File: config.mk
export PLATFORM = sky130hd
export DESIGN_NAME = bp_cce_cfg_slave
export DESIGN_NICKNAME = d
export VERILOG_FILES = /design/src/rtl/bp_cce_cfg_slave.sv
export SDC_FILE = /design/constraint.sdc
export NUM_CORES = 1
export LEC_CHECK = 0
export ABC_AREA = 1
export BUFFER_PORTS_ARGS = -buffer_cell sky130_fd_sc_hd__buf_4
export CORE_AREA = 2 2 152 154
export CTS_BUF_LIST = sky130_fd_sc_hd__clkbuf_8
export DETAILED_ROUTE_END_ITERATION = 8
export DIE_AREA = 0 0 154 156
export PLACE_DENSITY_LB_ADDON = 0.12
export SKIP_CTS_REPAIR_TIMING = 1
export SLEW_MARGIN = 25
export SYNTH_ARGS = -nofsm -noshare
export SYNTH_HDL_FRONTEND = slang
export SYNTH_SLANG_ARGS = --single-unit
File: constraint.sdc
create_clock -name clk_i -period 11.2 [get_ports clk_i]
set_input_delay 1.12 -clock clk_i [delete_from_list [all_inputs] [get_ports clk_i]]
set_output_delay 1.12 -clock clk_i [all_outputs]
set_load 0.005 [all_outputs]
File: src/rtl/bp_cce_cfg_slave.sv
// Config-link target: decodes io_cmd writes/reads to the tile config registers and the CCE ucode RAM.
// Latency: accept->resp valid 2 cycles (register) / 3 cycles (ucode read, immediate yumi); one command in flight.
// Backpressure: io_cmd is yumi'd only in IDLE; RESP holds io_resp_v_o until io_resp_ready_i; ucode request holds until yumi.
//
// Ports:
//   clk_i, reset_i (async, active-high)           clock / reset
//   cce_id_i                                        this tile's CCE id, used for address hit
//   io_cmd_i / io_cmd_v_i / io_cmd_yumi_o           command stream in (valid/yumi)
//   io_resp_o / io_resp_v_o / io_resp_ready_i       one response per command (valid/ready)
//   reset_o, freeze_o, npc_o, *_mode_o              config register outputs
//   cce_ucode_*                                     CCE instruction RAM port (valid/yumi, read data one cycle later)
//
// Message layout (MSB..LSB): msg_type[1:0], addr, size[2:0], payload, data.
// Config address layout (MSB..LSB): nonlocal, cce, dev[3:0], cfg addr.
module bp_cce_cfg_slave #(
   parameter int paddr_width_p         = 40,
   parameter int dword_width_p         = 64,
   parameter int lce_id_width_p        = 4,
   parameter int cce_id_width_p        = 6,
   parameter int vaddr_width_p         = 39,
   parameter int cfg_addr_width_p      = 16,
   parameter int inst_ram_addr_width_p = 8,
   parameter int inst_width_p          = 48,
   parameter logic [3:0] cfg_dev_gp    = 4'h1,
   localparam int cce_io_msg_width_lp  = 2 + paddr_width_p + 3 + lce_id_width_p + dword_width_p
) (
   input  logic                             clk_i,
   input  logic                             reset_i,
   input  logic [cce_id_width_p-1:0]        cce_id_i,

   input  logic [cce_io_msg_width_lp-1:0]   io_cmd_i,
   input  logic                             io_cmd_v_i,
   output logic                             io_cmd_yumi_o,

   output logic [cce_io_msg_width_lp-1:0]   io_resp_o,
   output logic                             io_resp_v_o,
   input  logic                             io_resp_ready_i,

   output logic                             reset_o,
   output logic                             freeze_o,
   output logic [vaddr_width_p-1:0]         npc_o,
   output logic                             icache_mode_o,
   output logic                             dcache_mode_o,
   output logic                             cce_mode_o,

   output logic                             cce_ucode_v_o,
   output logic                             cce_ucode_w_o,
   output logic [inst_ram_addr_width_p-1:0] cce_ucode_addr_o,
   output logic [inst_width_p-1:0]          cce_ucode_data_o,
   input  logic                             cce_ucode_yumi_i,
   input  logic [inst_width_p-1:0]          cce_ucode_data_i
);

   localparam int dev_width_lp      = 4;
   localparam int nonlocal_width_lp = paddr_width_p - cfg_addr_width_p - dev_width_lp - cce_id_width_p;

   localparam logic [1:0] e_cce_io_rd = 2'b00;
   localparam logic [1:0] e_cce_io_wr = 2'b01;

   localparam logic [cfg_addr_width_p-1:0] bp_cfg_reg_reset_gp        = 'h0001;
   localparam logic [cfg_addr_width_p-1:0] bp_cfg_reg_freeze_gp       = 'h0002;
   localparam logic [cfg_addr_width_p-1:0] bp_cfg_reg_npc_gp          = 'h0004;
   localparam logic [cfg_addr_width_p-1:0] bp_cfg_reg_icache_mode_gp  = 'h0006;
   localparam logic [cfg_addr_width_p-1:0] bp_cfg_reg_dcache_mode_gp  = 'h0007;
   localparam logic [cfg_addr_width_p-1:0] bp_cfg_reg_cce_mode_gp     = 'h0008;
   localparam logic [cfg_addr_width_p-1:0] bp_cfg_mem_base_cce_ucode_gp = 'h8000;

   typedef struct packed {
      logic [1:0]                msg_type;
      logic [paddr_width_p-1:0]  addr;
      logic [2:0]                size;
      logic [lce_id_width_p-1:0] payload;
      logic [dword_width_p-1:0]  data;
   } cce_io_msg_s;

   typedef struct packed {
      logic [nonlocal_width_lp-1:0] nonlocal;
      logic [cce_id_width_p-1:0]    cce;
      logic [dev_width_lp-1:0]      dev;
      logic [cfg_addr_width_p-1:0]  addr;
   } cfg_addr_s;

   typedef enum logic [1:0] {
      e_idle,
      e_exec,
      e_ucode_rd,
      e_resp
   } state_e;

   state_e                   state_r;
   cce_io_msg_s              cmd_r;
   logic                     reg_hit_r;   // local hit on the register space (not ucode window)
   logic [dword_width_p-1:0] resp_data_r;

   cce_io_msg_s cmd_in;
   cfg_addr_s   addr_in;
   cfg_addr_s   addr_r;
   logic        hit_in;
   logic        ucode_in;

   assign cmd_in  = io_cmd_i;
   assign addr_in = cmd_in.addr;
   assign addr_r  = cmd_r.addr;

   // Decode is done on the incoming command so the ucode request can be
   // raised from a flop in the very first EXEC cycle.
   assign hit_in   = (addr_in.nonlocal == '0) && (addr_in.cce == cce_id_i) && (addr_in.dev == cfg_dev_gp);
   assign ucode_in = hit_in && (addr_in.addr >= bp_cfg_mem_base_cce_ucode_gp);

   // reset_i gates the accept so nothing is consumed while reset is held.
   assign io_cmd_yumi_o = io_cmd_v_i && (state_r == e_idle) && !reset_i;

   assign io_resp_o = {cmd_r.msg_type, cmd_r.addr, cmd_r.size, cmd_r.payload, resp_data_r};

   logic [dword_width_p-1:0] reg_rd_val;
   always_comb begin
      reg_rd_val = '0;
      if (reg_hit_r) begin
         case (addr_r.addr)
            bp_cfg_reg_reset_gp:       reg_rd_val[0] = reset_o;
            bp_cfg_reg_freeze_gp:      reg_rd_val[0] = freeze_o;
            bp_cfg_reg_npc_gp:         reg_rd_val[vaddr_width_p-1:0] = npc_o;
            bp_cfg_reg_icache_mode_gp: reg_rd_val[0] = icache_mode_o;
            bp_cfg_reg_dcache_mode_gp: reg_rd_val[0] = dcache_mode_o;
            bp_cfg_reg_cce_mode_gp:    reg_rd_val[0] = cce_mode_o;
            default:                   reg_rd_val = '0;
         endcase
      end
   end

   logic [dword_width_p-1:0] ucode_rd_ext;
   always_comb begin
      ucode_rd_ext = '0;
      ucode_rd_ext[inst_width_p-1:0] = cce_ucode_data_i;
   end

   always_ff @(posedge clk_i or posedge reset_i) begin
      if (reset_i) begin
         state_r          <= e_idle;
         cmd_r            <= '0;
         reg_hit_r        <= 1'b0;
         resp_data_r      <= '0;
         io_resp_v_o      <= 1'b0;
         reset_o          <= 1'b1;
         freeze_o         <= 1'b1;
         npc_o            <= '0;
         icache_mode_o    <= 1'b0;
         dcache_mode_o    <= 1'b0;
         cce_mode_o       <= 1'b0;
         cce_ucode_v_o    <= 1'b0;
         cce_ucode_w_o    <= 1'b0;
         cce_ucode_addr_o <= '0;
         cce_ucode_data_o <= '0;
      end else begin
         case (state_r)
            e_idle: begin
               if (io_cmd_yumi_o) begin
                  cmd_r     <= cmd_in;
                  reg_hit_r <= hit_in && !ucode_in;
                  if (ucode_in) begin
                     cce_ucode_v_o    <= 1'b1;
                     cce_ucode_w_o    <= (cmd_in.msg_type == e_cce_io_wr);
                     cce_ucode_addr_o <= addr_in.addr[inst_ram_addr_width_p-1:0];
                     cce_ucode_data_o <= cmd_in.data[inst_width_p-1:0];
                  end
                  state_r <= e_exec;
               end
            end

            e_exec: begin
               if (cce_ucode_v_o) begin
                  // Ucode target: request stays stable until the RAM takes it.
                  if (cce_ucode_yumi_i) begin
                     cce_ucode_v_o <= 1'b0;
                     if (cce_ucode_w_o) begin
                        resp_data_r <= '0;
                        io_resp_v_o <= 1'b1;
                        state_r     <= e_resp;
                     end else begin
                        state_r     <= e_ucode_rd;
                     end
                  end
               end else begin
                  if (reg_hit_r && (cmd_r.msg_type == e_cce_io_wr)) begin
                     case (addr_r.addr)
                        bp_cfg_reg_reset_gp:       reset_o       <= cmd_r.data[0];
                        bp_cfg_reg_freeze_gp:      freeze_o      <= cmd_r.data[0];
                        bp_cfg_reg_npc_gp:         npc_o         <= cmd_r.data[vaddr_width_p-1:0];
                        bp_cfg_reg_icache_mode_gp: icache_mode_o <= cmd_r.data[0];
                        bp_cfg_reg_dcache_mode_gp: dcache_mode_o <= cmd_r.data[0];
                        bp_cfg_reg_cce_mode_gp:    cce_mode_o    <= cmd_r.data[0];
                        default: ;
                     endcase
                  end
                  resp_data_r <= (cmd_r.msg_type == e_cce_io_rd) ? reg_rd_val : '0;
                  io_resp_v_o <= 1'b1;
                  state_r     <= e_resp;
               end
            end

            e_ucode_rd: begin
               resp_data_r <= (cmd_r.msg_type == e_cce_io_rd) ? ucode_rd_ext : '0;
               io_resp_v_o <= 1'b1;
               state_r     <= e_resp;
            end

            e_resp: begin
               if (io_resp_ready_i) begin
                  io_resp_v_o <= 1'b0;
                  state_r     <= e_idle;
               end
            end

            default: state_r <= e_idle;
         endcase
      end
   end

endmodule

==> impl_metrics.csv <==
group,metric,value,unit
status,run_status,"finished clean",
global_routing,met3_usage,6.86,%
global_routing,grt.busiest_layer,"met2",
worst_setup_path,critPathRequiredTime,11.64,ns
power,fin_total_pwr,0.00275,W
clock_tree,tritoncts,"yes",
logic_synthesis,synth.yosys.seq_area_share,56.3,%
sta,period_share,38.0,%
power,power_switching_share,33.2,%
clock_tree,clock-root-buffer,"clkbuf_8",
sta,worst_slew_margin_relative_to_its_limit,34.1,%
power,total_switching_power,0.000915,W
logic_synthesis,syn_inst,1202,
power,cell_internal_pwr,0.00184,W
global_routing,overflow,0,
global_routing,grt_antenna_before_repair,0,
cells_and_area,layout.filler_cells,2017,
worst_setup_path,end_kind,"register",
logic_synthesis,syn-cell-area,10800,um^2
worst_setup_path,worst_path_largest_cell_delay,0.90,ns
min_path,hp-start,"io_resp_o[70]$_DFFE_PP0P_",
logic_synthesis,synth-async-reset-ratio,100,%
clock_tree,clock_sinks,242,
global_routing,first_pass_grt_wire_length,45600,um
die,floorplan.initialDensity,48.1,%
clock_tree,cts.reportedPaths.clkPinSlew,0.06,ns
sta,hold_violations,0,
cells_and_area,nNetsFinal,1672,
worst_setup_path,path_cells,"inv_1 -> ha_1 -> clkinv_2 -> o22ai_1 -> nand2_2 -> inv_1 -> o21ai_0 -> o21ai_0",
sta,period_needed,4.25,ns
worst_setup_path,reg2reg_setup_slack,6.95,ns
sta,setup_tns,0,ns
clock_tree,ctsHtreeMaxLevel,2,
cells_and_area,layout-drive-gt1-share,29.7,%
routing,dr.pass1.iters,5,
logic_synthesis,ys.warnings.count,0,
logic_synthesis,synth_edf_count,0,
worst_setup_path,timing.critical_path.fanout_max,71,
power,clockPowerShare,28.2,%
die,die-area,24000,um^2
routing,vias_per_cell,4.83,
logic_synthesis,ys_ff_latch,242,
sta,timing.hold.ws,0.477,ns
die,ioPinCount,389,
sta,fin_skew,0.0147,ns
routing,routed_wl,28200,um
worst_setup_path,startpoint_type,"register",
cells_and_area,antenna_cells_inserted,0,
logic_synthesis,yosysUniqueCellTypes,36,
cells_and_area,multi_input_area,3440,um^2
global_routing,met1_usage,29.8,%
worst_setup_path,crit_type,"register to register",
global_routing,maximum_number_of_pins_on_one_net_before_global_route_repair,116,
worst_setup_path,timing.critical_path.arrival,4.69,ns
logic_synthesis,postSynthAreaPerCell,8.95,um^2
routing,post-route-drc-count,0,
die,die_height,156,um
min_path,hold_path.class,"register to register",
global_routing,grt_pass1_vias,8762,
worst_setup_path,number_of_cells_traversed_by_the_worst_register_to_register_path,8,
logic_synthesis,netlist.area_leader.share,55.8,%
cells_and_area,fin_util,62.3,%
clock_tree,clk_latency,0.53,ns
sta,drv_slew,0,
global_routing,grt_util_met2,38.8,%
power,p_leak,7.56,nW
die,core_area,22400,um^2
sta,clock.fmax,0.235,GHz
die,die_w,154,um
min_path,min_path_cells,2,
power,power_frac_seq,43.2,%
place,place.port_buffers,356,
worst_setup_path,cp_slowest_cell,"clkinv_2",
routing,routed_wire_length_per_instance,15.6,um
logic_synthesis,synth.area.top_cells,"dfrtp_1 (56%), nand2_1 (10%), o21ai_0 (9.4%)",
power,comb_power_share,28.6,%
routing,first_iter_violations,537,
place,gp_routability_congestion,0.805,
min_path,min_delay_worst_endpoint,"io_resp_o[70]$_DFFE_PP0P_",
place,hpwl_dp,19400,um
routing,final_antenna_net_count,0,
sta,worst_slew_pin_slew,0.989,ns
sta,final-setup-viol-count,0,
worst_setup_path,reg2reg_from,"state_r[0]$_DFFE_PP0P_",
routing,vias,8744,
cells_and_area,layout.area.seq,6060,um^2
job,max_cap_violations,0,
sta,unrepaired_setup_endpoints_after_global_routing,"no",
power,ir_drop,0.000120,V
clock_tree,max-clock-path-buffers,3,
clock_tree,numCtsBuffers,41,
global_routing,global_route_total_usage_across_every_layer,23.7,%
die,floorplan.rows,55,
worst_setup_path,r2r-end,"resp_data_r[10]$_DFFE_PP0P_",
logic_synthesis,synth.largest_area_cell,"dfrtp_1",
power,power_density,198,nW/um^2
logic_synthesis,synth_ff_type,"dfrtp_1",
cells_and_area,synthToLayoutAreaGrowth,29.4,%
[critical path, delay by kind of cell (launching register included)]
kind	cells	cell delay, ns
AO/OA/AOI/OAI	3	0.98
AND/OR/NAND/NOR	1	0.43
buffers and inverters	3	1.62
flip-flops	1	0.42
adder cells (fa/ha/maj)	1	0.69
[cells in the mapped netlist (5+ instances only)]
master / number
buf_4: 66
buf_2: 6
mux2_4: 16
mux2i_1: 5
buf_6: 12
ha_1: 5
nor2_1: 59
dfrtp_1: 240
o31ai_1: 13
a21oi_1: 24
nand4_1: 5
o21ai_0: 202
nand3_1: 15
nor3_1: 11
o21ai_1: 29
inv_1: 131
clkbuf_1: 40
nand2_1: 293
[cell families after synthesis]
kind of cell             count (synthesis)  share of synthesized area, %
XOR/XNOR                                 1                        0.0814
other                                    1                        0.0348
AND/OR/NAND/NOR                        395                          14.7
flip-flops                             242                          56.3
adder cells (fa/ha/maj)                  5                         0.581
AO/OA/AOI/OAI                          271                          13.0
multiplexers                            23                          2.91
buffers and inverters                  264                          12.4
[power by group through the flow]
| stage | Clock (W) | Combinational, W | Sequential, W |
|---|---|---|---|
| 2_1_floorplan | 0 | 0.000562 | 0.00118 |
| 3_3_place_gp | 0 | 0.000782 | 0.00120 |
| 3_5_place_dp | 0 | 0.000800 | 0.00120 |
| 4_1_cts | 0.000798 | 0.000801 | 0.00119 |
| 5_1_grt | 0.000840 | 0.000910 | 0.00122 |
| 6_report | 0.000777 | 0.000787 | 0.00119 |
[area by class of cell]
class	count	area share, %
Sequential cell	242	43.5
Multi-Input combinational cell	711	24.7
Timing Repair Buffer	363	19.6
Clock buffer	54	5.34
Inverter	136	3.73
Tap cell	285	2.56
Clock inverter	21	0.611
[per-stage QoR]
step | setup slack, ns | cell area (um^2) | instances
4_1_cts | 7.17 | 13900 | 1812
3_5_place_dp | 7.03 | 13100 | 1737
6_report | 6.95 | 13900 | 1812
5_1_grt | 6.38 | 13900 | 1812
2_1_floorplan | 2.39 | 10800 | 1217
3_3_place_gp | 7.06 | 13100 | 1737
[sequential cells by signal, indices dropped and copies added (netlist names), 2 cells and up]
name              count
cce_ucode_addr_o      8
cce_ucode_data_o     48
io_resp_o             9
npc_o                39
cmd_r                39
state_r               2
addr_r               40
resp_data_r          48
[how the worst max path moves through the flow]
stage,startpoint,depth (start not counted),endpoint
global placement,reset_i,9,cce_ucode_data_o[34]$_DFFE_PP0P_
CTS,reset_i,5,io_cmd_yumi_o
floorplan,reset_i,4,io_cmd_yumi_o
global route,state_r[0]$_DFFE_PP0P_,8,resp_data_r[10]$_DFFE_PP0P_
detailed placement,reset_i,8,cce_ucode_data_o[22]$_DFFE_PP0P_
finish,state_r[0]$_DFFE_PP0P_,8,resp_data_r[10]$_DFFE_PP0P_
[metal layers]
layer,part of all wire (%),routed length (um)
met5,0,0
met4,3.0,860
met3,8.1,2300
met2,47,13300
met1,42,11700
[placed cells by master, fill, tap and decap left out, drive strengths merged, types with 2 or more instances in the layout]
| cell type | n |
|---|---|
| clkinv | 4 |
| o31ai | 13 |
| inv | 152 |
| dfstp | 2 |
| nand3 | 17 |
| nand2 | 296 |
| nor2 | 61 |
| o22ai | 2 |
| dfrtp | 240 |
| clkbuf | 54 |
| mux2 | 18 |
| o21ai | 231 |
| ha | 5 |
| mux2i | 5 |
| conb | 16 |
| nor3 | 12 |
| nand4 | 6 |
| buf | 363 |
| a21oi | 24 |
Power figures use the tool's default switching activity.
